===== config.mk =====
export PLATFORM = sky130hd
export DESIGN_NAME = fwd_hazard_unit
export DESIGN_NICKNAME = d
export VERILOG_FILES = /design/src/rtl/fwd_pkg.sv /design/src/rtl/fwd_hazard_unit_match.sv /design/src/rtl/fwd_hazard_unit.sv
export SDC_FILE = /design/constraint.sdc
export NUM_CORES = 1
export LEC_CHECK = 0
export ABC_AREA = 0
export CAP_MARGIN = 10
export CELL_PAD_IN_SITES_DETAIL_PLACEMENT = 1
export CELL_PAD_IN_SITES_GLOBAL_PLACEMENT = 2
export CORE_AREA = 2 2 70 88
export DETAILED_ROUTE_END_ITERATION = 7
export DIE_AREA = 0 0 72 90
export PLACE_DENSITY_LB_ADDON = 0.12
export SLEW_MARGIN = 20
export SYNTH_ARGS = -nofsm -noshare
export SYNTH_HDL_FRONTEND = slang
export SYNTH_SLANG_ARGS = --single-unit

===== constraint.sdc =====
create_clock -name clk -period 2.2 [get_ports clk]
set_input_delay 0.66 -clock clk [delete_from_list [all_inputs] [get_ports clk]]
set_output_delay 0.66 -clock clk [all_outputs]
set_load 0.01 [all_outputs]

===== src/rtl/fwd_pkg.sv =====
// Shared types and constants for the forwarding / load-use hazard unit.
package fwd_pkg;

  localparam int RD_MAX_W = 8;
  localparam int FWD_RF   = 0;

  // rd is stored zero-extended so one struct serves every ADDR_W up to RD_MAX_W
  typedef struct packed {
    logic                valid;
    logic [RD_MAX_W-1:0] rd;
    logic                regwrite;
    logic                is_load;
  } entry_t;

endpackage


===== src/rtl/fwd_hazard_unit_match.sv =====
// One source operand against the comparable tracked entries: youngest-match
// forwarding select and load-use hazard flag.
module fwd_match
  import fwd_pkg::*;
#(
  parameter int ADDR_W     = 3,
  parameter int DEPTH      = 3,
  parameter int LOAD_STAGE = 2,
  parameter int SEL_W      = 2,
  parameter int ZERO_REG   = 1
) (
  input  logic [ADDR_W-1:0]  src,
  input  logic               used,
  input  entry_t [DEPTH-2:0] entries,
  output logic [SEL_W-1:0]   sel,
  output logic               load_hazard
);

  logic             zero_src_s;
  logic [DEPTH-2:0] hit_s;

  assign zero_src_s = (ZERO_REG != 0) && (src == {ADDR_W{1'b0}});

  // per-entry address match
  always_comb begin
    hit_s = '0;
    for (int j = 0; j <= DEPTH - 2; j++) begin
      hit_s[j] = used && !zero_src_s && entries[j].valid && entries[j].regwrite &&
                 (entries[j].rd == RD_MAX_W'(src));
    end
  end

  // oldest-to-youngest scan so the youngest hit overwrites older ones
  always_comb begin
    sel         = SEL_W'(FWD_RF);
    load_hazard = 1'b0;
    for (int j = DEPTH - 2; j >= 0; j--) begin
      sel         = hit_s[j] ? SEL_W'(j + 1) : sel;
      load_hazard = hit_s[j] ? (entries[j].is_load && (j + 1 < LOAD_STAGE)) : load_hazard;
    end
  end

endmodule


===== src/rtl/fwd_hazard_unit.sv =====
// Forwarding and load-use hazard unit: shadow pipeline of in-flight
// destinations, registered per-operand forwarding selects, combinational stall.
module fwd_hazard_unit
  import fwd_pkg::*;
#(
  parameter int ADDR_W     = 3,
  parameter int NSRC       = 2,
  parameter int DEPTH      = 3,
  parameter int LOAD_STAGE = 2,
  parameter int SEL_W      = $clog2(DEPTH),
  parameter int ZERO_REG   = 1
) (
  input  logic                   clk,
  input  logic                   rst,
  input  logic                   id_valid,
  input  logic [ADDR_W-1:0]      id_rd,
  input  logic                   id_regwrite,
  input  logic                   id_is_load,
  input  logic [NSRC*ADDR_W-1:0] id_src,
  input  logic [NSRC-1:0]        id_src_used,
  input  logic                   flush,
  output logic                   stall,
  output logic [NSRC*SEL_W-1:0]  ex_fwd_sel,
  output logic [15:0]            stall_count
);

  entry_t [DEPTH-1:0]    ent_r;
  entry_t                entry_in_s;
  logic [NSRC-1:0]       hazard_s;
  logic [NSRC*SEL_W-1:0] sel_s;
  logic                  issue_s;
  logic                  unused_wb_s;

  // The WB entry is tracked only to keep the shadow pipeline aligned.
  assign unused_wb_s = ^ent_r[DEPTH-1];

  for (genvar i = 0; i < NSRC; i++) begin : g_match
    fwd_match #(
      .ADDR_W     (ADDR_W),
      .DEPTH      (DEPTH),
      .LOAD_STAGE (LOAD_STAGE),
      .SEL_W      (SEL_W),
      .ZERO_REG   (ZERO_REG)
    ) u_match (
      .src         (id_src[i*ADDR_W +: ADDR_W]),
      .used        (id_src_used[i]),
      .entries     (ent_r[DEPTH-2:0]),
      .sel         (sel_s[i*SEL_W +: SEL_W]),
      .load_hazard (hazard_s[i])
    );
  end

  assign stall   = id_valid && !flush && (|hazard_s);
  assign issue_s = id_valid && !stall && !flush;

  // new EX entry: the decoded instruction or a bubble
  always_comb begin
    entry_in_s = '0;
    if (issue_s) begin
      entry_in_s.valid    = 1'b1;
      entry_in_s.rd       = RD_MAX_W'(id_rd);
      entry_in_s.regwrite = id_regwrite;
      entry_in_s.is_load  = id_is_load;
    end else begin
      entry_in_s = '0;
    end
  end

  // shadow pipeline shift
  always_ff @(posedge clk or posedge rst) begin
    if (rst) begin
      ent_r <= '0;
    end else if (flush) begin
      ent_r <= '0;
    end else begin
      ent_r <= {ent_r[DEPTH-2:0], entry_in_s};
    end
  end

  // forwarding selects for the instruction entering EX
  always_ff @(posedge clk or posedge rst) begin
    if (rst) begin
      ex_fwd_sel <= '0;
    end else if (flush || stall || !id_valid) begin
      ex_fwd_sel <= '0;
    end else begin
      ex_fwd_sel <= sel_s;
    end
  end

  // saturating stall statistic
  always_ff @(posedge clk or posedge rst) begin
    if (rst) begin
      stall_count <= 16'h0000;
    end else if (stall && (stall_count != 16'hFFFF)) begin
      stall_count <= stall_count + 16'h0001;
    end else begin
      stall_count <= stall_count;
    end
  end

endmodule


==> metrics.md <==
| Metric | Value |
|---|---|
| Leakage component of the power | `1.09 nW` |
| Share of synthesized cell area in and, or, nand and nor gates | `0.266` |
| 1st-pass router iterations | `2` |
| Ant. Diodes | `0` |
| Crit Reg-Reg Startpoint | `ent_r[4]` |
| Most frequent standard cell in the layout excluding fill and tap cells | `dfrtp_1` |
| Post-detailed-route count of antenna-violating nets | `0` |
| Min-Delay Endpoint | `ent_r[21]` |
| Element type at the critical path start | `input port` |
| Die Y-Extent | `90 µm` |
| Hold violation count in the final report | `0` |
| Routed wire length per instance | `14.3 µm` |
| Dominant combinational cell family by area after synthesis | `simple AND/OR/NAND/NOR gates` |
| Number of nets produced by synthesis | `152` |
| Cell depth of the worst hold path | `1` |
| Startpoint of the most critical hold path | `ent_r[10]` |
| Critical path capture point type | `primary output` |
| Maximum operating frequency | `436 MHz` |
| Post-synthesis register bit count | `31` |
| Net switching power figure | `0.278 mW` |
| IO Pins | `38` |
| Req. time, crit path | `1.54 ns` |
| TritonCTS clock tree | `done` |
| Row Count | `31` |
| H-tree lvl count | `2` |
| Nets | `219` |
| Setup repair after global routing missed its margin | `yes` |
| Primary FF master, synth | `dfrtp_1` |
| Synth Warn # | `0` |
| Number of buffers inserted during clock tree synthesis | `5` |
| Later-pin clock latency in the skew report | `0.28 ns` |
| Core box area | `5700 µm²` |
| Sw frac | `0.203` |
| IO Port Bufs | `37` |
| Fraction of power consumed by the clock network | `0.491` |
| Filler Cell Count | `627` |
| Placed Cells | `259` |
| Via count of the first global-routing pass | `1,363` |
| HPWL after detailed placement | `3030 µm` |
| Max cap viols | `0` |
| R2R Setup Slk | `0.20 ns` |
| Clock root buffer | `clkbuf_8` |
| Number of DRC markers in iteration 0 | `19` |
| Mean Syn Cell Area | `11.4 µm²` |
| XOR/XNOR share of the synthesized area | `0.155` |
| Crit Reg-Reg Endpoint | `stall_count[11]` |
| Number of setup violations in the final report | `1` |
| Most frequent cells in the layout | `dfrtp_1, clkdlybuf4s50_1, buf_4, xor2_1, nand2_1` |
| Pwr Density | `583 nW/µm²` |
| Sequential cell area | `778 µm²` |
| Internal power | `1.09 mW` |
| Clock edge transition at the registers on the reported setup and hold paths | `0.07 ns` |
| Post-synthesis cell area | `1530 µm²` |
| Largest net degree at the start of global routing | `32` |
| Violations in the final reports | `negative setup slack` |
| Area enclosed by the die boundary | `6480 µm²` |
| Worst Tran Pin Value | `0.407 ns` |
| Number of cells produced by synthesis | `134` |
| Total routing resource utilization after global routing | `0.132` |
| Maximum clock path buffer count | `2` |
| Period Utilization, post-route | `1.04` |
| Final setup slack of the worst path | `-0.0946 ns` |
| Starting utilization of the core area | `0.268` |
| Total negative slack for setup checks | `-0.0946 ns` |
| FFs w/ async S/R, synth | `1.00` |
| Fin cells | `268` |
| Post-synthesis compound-gate area fraction | `0.0369` |
| Antenna violations before repair | `0` |
| Post-route DRC | `0` |
| Vias | `1,227` |
| Run status | `finished, violations left` |
| Wire length of the first global-routing pass | `6660 µm` |
| Gp weighted congestion | `0.762` |
| Sequential-to-total area share from yosys stat | `0.509` |
| Worst setup skew after layout | `0.00401 ns` |
| Combinational share of power | `0.081` |
| Footprint of the multi-input gates | `788 µm²` |
| Slew HR | `0.729` |
| Final WL | `3830 µm` |
| Layout cell share with drive strength beyond 1 | `0.287` |
| Number of enable-type register cells in the synthesized netlist | `0` |
| Count of different cell masters after synthesis | `30` |
| Leftover overflow at the end of global routing | `0` |
| Final core utilization | `0.411` |
| Place WS | `-0.954 ns` |
| Post-synthesis mux area share | `0.00738` |
| Layout-stage area growth over the synthesis result | `53.5%` |
| Worst vdd rail ir drop | `0.295 mV` |
| Reg power frac | `0.428` |
| Fraction of the mapped netlist area in adder cells | `0.00820` |
| Clock sinks | `31` |
| Via density per instance | `4.58` |
| Minimum clock period | `2.29 ns` |
| Tightest Hold Check Type | `flop to flop` |
| Reg2reg path depth | `6` |
| CTS Hold Buffers Added | `0` |
| Maximum fanout encountered on the critical timing path | `3` |
| Type of the worst setup path | `input port to primary output` |
| Die Span X | `72 µm` |
| Max Slew Vio Count | `0` |
| Crit path DAT | `1.63 ns` |
## cell usage after synthesis (4+ instances only)
cell,number,area (µm²)
nand2_1,11,41.3
nor3_1,6,30.0
dfrtp_1,31,776
nand3_1,4,20.0
nor2_1,7,26.3
nor4b_1,4,35.0
nor2b_1,5,31.3
xor2_1,26,228
and2_1,5,31.3
## per-layer routing
layer / up-vias / share of wire / GRT usage
met4: 0 / 0.010 / 0.0425
met5: - / 0 / 0
met3: 4 / 0.032 / 0.0336
met2: 22 / 0.51 / 0.210
met1: 608 / 0.45 / 0.175
li1: 593 / - / -
## final cells by class
type / instances / share of cell area
Multi-Input combinational cell: 98 / 0.337
Sequential cell: 31 / 0.332
Timing Repair Buffer: 62 / 0.232
Tap cell: 66 / 0.0353
Clock buffer: 5 / 0.0294
Clock inverter: 3 / 0.0289
Inverter: 3 / 0.00481
## logic make-up (layout without fill, tap and decap cells)
logic type / Yosys count / count (layout)
buf+inv: 5 / 73
fa+ha+maj: 1 / 1
mux: 1 / 1
simple gates: 62 / 62
xor+xnor: 27 / 27
compound gates: 7 / 7
flops: 31 / 31
## power groups by stage
stage	clock, mW	combinational [mW]	sequential (mW)
after floorplan	0	0.0429	0.594
after global placement	0	0.105	0.595
after detailed placement	0	0.109	0.595
after CTS	0.697	0.112	0.585
after global routing	0.721	0.121	0.586
final	0.670	0.111	0.585
## state kept, by name, summed over array words and instances, names as in the netlist
name / count
ent_r: 11
stall_count: 16
ex_fwd_sel: 4
## repair_timing
item / in CTS / in global routing
resized for setup: 43 / 3
pin swaps: 7 / 4
gates cloned: 0 / 0
setup endpoints to repair: 24 / 1
buffers inserted: 1 / 0
## worst max-delay path, stage by stage
cell,delay [ns]
buf_4,0.13
xor2_2,0.18
nor4_4,0.30
a22oi_2,0.14
nor2_4,0.12
buf_6,0.11
## how the worst max path moves through the flow
stage                          from    end  slack [ns]  depth (start not counted)
after floorplan           id_src[1]  stall       -0.03                          5
after global placement    id_src[1]  stall       -0.95                          6
after detailed placement  id_src[1]  stall       -0.95                          6
after CTS                 id_src[4]  stall       -0.14                          6
after global routing      id_src[0]  stall       -0.16                          6
final                     id_src[4]  stall       -0.09                          6
## through the flow
stage	cell area, µm²	total power [mW]	hold WS (ns)
2_1_floorplan	1550	0.637	0.464
3_3_place_gp	2170	0.700	0.475
3_5_place_dp	2170	0.704	0.482
4_1_cts	2330	1.39	0.501
5_1_grt	2340	1.43	0.525
6_report	2340	1.37	0.493
Note: power is estimated with default switching activity, not from simulation.
